## config.mk

```make
export PLATFORM = sky130hd
export DESIGN_NAME = alu_status_unit
export DESIGN_NICKNAME = d
export VERILOG_FILES = /design/src/rtl/alu_status_unit.sv
export SDC_FILE = /design/constraint.sdc
export NUM_CORES = 1
export LEC_CHECK = 0
export BUFFER_PORTS_ARGS = -buffer_cell sky130_fd_sc_hd__buf_2
export CELL_PAD_IN_SITES_DETAIL_PLACEMENT = 0
export CELL_PAD_IN_SITES_GLOBAL_PLACEMENT = 1
export CORE_UTILIZATION = 29
export DETAILED_ROUTE_END_ITERATION = 10
export PLACE_DENSITY_LB_ADDON = 0.1
export SETUP_SLACK_MARGIN = 0.5
export SLEW_MARGIN = 20
export SYNTH_ARGS = -nofsm -noshare
export SYNTH_HDL_FRONTEND = slang
export SYNTH_SLANG_ARGS = --single-unit
```

## constraint.sdc

```tcl
create_clock -name clk -period 1.3 [get_ports clk]
set_clock_uncertainty 0.1 [all_clocks]
set_input_delay 0.195 -clock clk [delete_from_list [all_inputs] [get_ports clk]]
set_output_delay 0.195 -clock clk [all_outputs]
set_load 0.02 [all_outputs]
```

## src/rtl/alu_status_unit.sv

```systemverilog
// ALU result register plus NZCV status flags with condition-code evaluation.
// The result and the flags are written independently; cond_pass looks only at the stored flags.
module alu_status_unit #(
   parameter int WIDTH = 32
) (
   input  logic             clk,
   input  logic             rst,
   input  logic [WIDTH-1:0] alu_in,
   input  logic             z_in,
   input  logic             c_in,
   input  logic             n_in,
   input  logic             v_in,
   input  logic             alu_we,
   input  logic [1:0]       flag_we,
   input  logic [3:0]       cond,
   output logic [WIDTH-1:0] alu_reg,
   output logic [3:0]       flags,
   output logic             flags_valid,
   output logic             cond_pass
);

   localparam logic [1:0] FW_HOLD = 2'b00;
   localparam logic [1:0] FW_NZ   = 2'b01;
   localparam logic [1:0] FW_RSVD = 2'b10;
   localparam logic [1:0] FW_ALL  = 2'b11;

   // Stored flag bit positions inside flags = {N,Z,C,V}
   localparam int N_BIT = 3;
   localparam int Z_BIT = 2;
   localparam int C_BIT = 1;
   localparam int V_BIT = 0;

   // An unknown ALU output (X/Z) is stored as 0 so it never reaches state.
   function automatic logic [WIDTH-1:0] clean_word(input logic [WIDTH-1:0] v);
      logic [WIDTH-1:0] r;
      r = '0;
      for (int i = 0; i < WIDTH; i++) begin
         r[i] = (v[i] === 1'b1);
      end
      return r;
   endfunction

   function automatic logic clean_bit(input logic v);
      return (v === 1'b1);
   endfunction

   logic n_q, z_q, c_q, v_q;

   always_ff @(posedge clk) begin
      if (!rst) begin
         alu_reg     <= '0;
         flags       <= 4'b0000;
         flags_valid <= 1'b0;
      end else begin
         if (alu_we) begin
            alu_reg <= clean_word(alu_in);
         end
         case (flag_we)
            FW_ALL: begin
               flags[N_BIT] <= clean_bit(n_in);
               flags[Z_BIT] <= clean_bit(z_in);
               flags[C_BIT] <= clean_bit(c_in);
               flags[V_BIT] <= clean_bit(v_in);
               flags_valid  <= 1'b1;
            end
            FW_NZ: begin
               flags[N_BIT] <= clean_bit(n_in);
               flags[Z_BIT] <= clean_bit(z_in);
               flags_valid  <= 1'b1;
            end
            FW_HOLD, FW_RSVD: begin
            end
            default: begin
            end
         endcase
      end
   end

   assign n_q = flags[N_BIT];
   assign z_q = flags[Z_BIT];
   assign c_q = flags[C_BIT];
   assign v_q = flags[V_BIT];

   // Until a flag write has happened the stored flags mean nothing, so only AL passes.
   always_comb begin
      cond_pass = 1'b0;
      if (!flags_valid) begin
         cond_pass = (cond == 4'd14);
      end else begin
         case (cond)
            4'd0:  cond_pass = z_q;
            4'd1:  cond_pass = !z_q;
            4'd2:  cond_pass = c_q;
            4'd3:  cond_pass = !c_q;
            4'd4:  cond_pass = n_q;
            4'd5:  cond_pass = !n_q;
            4'd6:  cond_pass = v_q;
            4'd7:  cond_pass = !v_q;
            4'd8:  cond_pass = c_q && !z_q;
            4'd9:  cond_pass = !c_q || z_q;
            4'd10: cond_pass = (n_q == v_q);
            4'd11: cond_pass = (n_q != v_q);
            4'd12: cond_pass = !z_q && (n_q == v_q);
            4'd13: cond_pass = z_q || (n_q != v_q);
            4'd14: cond_pass = 1'b1;
            4'd15: cond_pass = 1'b0;
            default: cond_pass = 1'b0;
         endcase
      end
   end

endmodule

```

Word-level counts from Yosys, hierarchy flattened. Index checks and enable logic that the tools add are counted.

Word-level logic and storage cells: 71. Input bits: 45. Register bits after elaboration: 37. Output and inout port bits: 38.

Multiplexer cells: 2. Reduce and logical (&&, ||, !) cells: 10. Equal/unequal tests: 55.

Operator list (count): $eqx 1x1->1 const B (36); $eq 4x4->1 const B (8); $eq 4x3->1 const B (4); $pmux 1 s16 (1); $eq 4x2->1 const B (2); $eq 4x1->1 const B (1); $logic_not 1->1 (4); $logic_not 4->1 (1); $eq 2x1->1 const B (1); $eq 2x2->1 const B (1); $logic_and 1x1->1 (2); $logic_or 1x1->1 (2); $reduce_or 2->1 (1); $eq 1x1->1 (1); $mux 1 (1); $ne 1x1->1 (1).

Depth between registers and ports, before layout.
Depth after elaboration: 4. Depth in mapped cells: 5. Depth with buffers taken out: 4.

Worst setup path before layout. OpenSTA, ideal clock, no wires.

Path kind: register to output. Start: register flags[0]. End: output port cond_pass. Required time: 1.005 ns. Buffers on the path: 0. Data arrival time: 1.565 ns. Stages on the path, launching flop included: 5. Setup slack: -0.560 ns. Path through: dfxtp_1 xnor2_1 a31oi_2 or3b_1 a31oi_1.

Longest elaborated chain between the ends: 4. Elaborated cells on any way between the ends: 7. Classes of those cells: eq/ne: 2; mux: 2; reduce/logical: 3.

RTL lines: start: declaration (RTL line 17) `output logic [3:0] flags,`; start signal: indexed assignment (RTL line 60) `flags[N_BIT] <= clean_bit(n_in);`; start signal: indexed assignment (RTL line 61) `flags[Z_BIT] <= clean_bit(z_in);`; start signal: indexed assignment (RTL line 62) `flags[C_BIT] <= clean_bit(c_in);`; $ne 1x1->1 / $eq 1x1->1 (equally long branches); $logic_or 1x1->1 / $logic_and 1x1->1 (equally long branches) (RTL line 104, 103); $pmux 1 s16 * (RTL line 90) `case (cond)`; $mux 1 * (RTL line 87) `if (!flags_valid) begin`; end: declaration (RTL line 19) `output logic cond_pass`.

Every way passes the cells marked *; elsewhere a longest branch is shown, timed or not.

Worst setup path in the final report.
Start: register flags[3]. End: output port cond_pass.

Same word-level chain as after synthesis.

==> summary.txt <==
Run status
  – Status: finished with violations
  – Violated checks: setup timing

Detailed routing
  – WL final: 4.230 mm
  – Remaining DRCs: 0
  – Drt pass-1 iters: 3
  – Drt via density: 4.551
  – Total number of vias: 1429
  – DR WL/cell: 13.47 um
  – Antenna-violating nets left: 0
  – Iteration-0 DRC Markers: 36

Logic synthesis
  – Register bit total from synthesis: 37
  – Number of synthesized flops with an enable pin: 0
  – Share of the synthesized area in the top cell type: 46.36%
  – Top cells by area in the synthesized netlist: dfxtp_1 46%, mux2i_1 21%, nor2b_1 14%
  – Synth warn: 0
  – Post-synthesis area per instance: 10.65 sq um
  – Cells after synthesis: 150
  – Top cells by count, synth: 37 x dfxtp_1, 35 x nor2b_1, 34 x mux2i_1
  – Ys flop type: dfxtp_1
  – Count leader, synth: dfxtp_1
  – Ys async rst share: 0%
  – Register area share after synthesis: 46.36%
  – Post-synth top area cell: dfxtp_1
  – Syn Std Cell Area: 0.001598 sq mm
  – Synth Net Count: 195
  – Synth cell types: 29

Power
  – LEAKAGE: 1.202 nW
  – Pwr Total: 2.585 mW
  – Power per cell area: 981.3 mW/mm^2
  – Max IR drop VDD: 0.0005204 V

STA
  – # setup viols final: 1
  – Max Slew Vio Count: 0
  – Post-route minimum period: 1.894 ns
  – Period utilisation layout: 145.7%
  – RSZ-0062 raised after global routing: yes
  – Relative slew margins: 77.24%
  – Fin Hold WS: 0.07378 ns
  – Worst-margin pin slew: 0.3414 ns
  – Fmax: 528.1 MHz
  – Worst Setup Slack, final: -0.5937 ns
  – Hold Fails Final Rpt: 0

Hold path
  – Hold path start: alu_in[0]
  – Hold WC Path Type: in2reg

Floorplan
  – Placement row count: 26
  – Die width: 76.23 um
  – Initial Utilization: 30.70%
  – IO Pins: 83
  – Core Area: 0.005205 sq mm
  – Total die area: 0.005810 sq mm
  – Die Height: 76.23 um

Clock network
  – Worst-path clk slew: 0.07 ns
  – Clock Sink Count: 37
  – Worst skew pair latency: 0.27 ns
  – H-tree depth: 2
  – Hold_buf cts: 0
  – Maximum clock path buffer count: 2
  – CTS Buf Count: 5
  – CTS tree: yes
  – Root buf cell: clkbuf_8

Setup path
  – Crit end category: primary output
  – Critical path's slowest cell: or3b_4
  – Critical path class: reg2out
  – Largest delay share family, worst path: simple AND/OR/NAND/NOR gates
  – CP max stage delay: 0.40 ns
  – CP Max Fanout: 4
  – Worst setup startpoint: flags[3]
  – Crit start category: flop
  – WP buf/inv: 1
  – RR Startpoint: flags[3]
  – Worst path required time: 1.00 ns
  – Worst Path Arrival: 1.60 ns
  – CP cell instances: xnor2_2, a31oi_2, or3b_4, a31oi_4, buf_6

Finish
  – Fin util: 50.60%
  – FILL cells: 506
  – Layout cells sized above 1: 62.30%
  – Largest register FFs: 32
  – Syn-to-layout area delta: 64.84%
  – Non-filler cells, final: 314
  – Diodes inserted: 0
  – Layout Nets: 290

Run
  – Max-cap violations: 0

Global route
  – Largest net degree at the start of global routing: 38
  – Global-route usage over all layers: 14.54%
  – Number of global-route vias before repair: 1516
  – Grt ovf: 0
  – Initial antenna violation count: 0
  – Global-route wire length before repair: 6.741 mm

Placed design
  – Dpl cells: 303
  – Post-DP HPWL: 2.780 mm
  – Gpl congestion: 0.7438
  – Buffers added on ports: 82
-- per-stage QoR --
stage | cell area [sq um] | worst slack [ns] | TNS, ns
2_1_floorplan | 1703 | -0.2095 | -0.2095
3_3_place_gp | 2175 | -0.3241 | -0.3241
3_5_place_dp | 2175 | -0.3915 | -0.3915
4_1_cts | 2557 | -0.6173 | -0.6251
5_1_grt | 2634 | -0.6832 | -0.6922
6_report | 2634 | -0.5937 | -0.5937
-- cell type report --
type	instances	area (sq um)	share of cell area, %
clock buffers	5	68.82	2.613
inverters	1	3.754	0.1425
well taps	70	87.58	3.325
flip-flops and latches	37	797.0	30.26
multi-input cells	101	833.3	31.64
clock inverters	1	5.005	0.1900
repair buffers	99	838.3	31.83
-- per-layer routing --
metal  GRT usage [%]  vias to the layer above  wire length, um
met5               0                        -                0
met4           6.346                        0               80
met3           4.910                        7              248
met2           26.22                       46             2194
met1           15.25                      673             1707
li1                -                      703                -
-- worst register-to-register path: stages (launching register included) --
cell and delay (ns):
dfxtp_4 0.37, buf_6 0.11, buf_6 0.11, buf_6 0.10, mux2i_1 0.11, nor2b_1 0.05
-- cell families after synthesis --
| group | count (synthesis) | share of synthesized area (%) |
|---|---|---|
| simple gates | 51 | 19.97 |
| flops | 37 | 46.36 |
| mux | 34 | 21.30 |
| compound gates | 14 | 7.205 |
| buf+inv | 12 | 4.072 |
| xor+xnor | 2 | 1.097 |
-- placed cells by master, fill, tap and decap left out, drive strengths merged, types with 3 or more instances in the layout --
master,count
buf,97
clkbuf,7
dfxtp,37
mux2i,34
nand2,4
nand3,3
nor2b,35
-- final timing paths --
check / slack, ns / cells past startpoint / endpoint
setup / recovery: -0.59 / 5 / cond_pass
hold / removal: 0.07 / 3 / alu_reg[0]
setup reg to reg: 0.24 / 5 / flags[3]
hold reg to reg: 0.42 / 2 / alu_reg[20]
-- report_power, final --
part	switching, mW	total [mW]	internal [mW]
clock network	0.361	0.713	0.352
logic	0.271	0.607	0.336
registers	0.0544	1.27	1.21
-- timing repair --
item	in CTS	in global routing
pin swaps	2	0
gates cloned	0	1
setup endpoints to repair	42	49
setup buffers	1	3
gates resized for setup	117	8
Note: power is estimated with default switching activity, not from simulation.
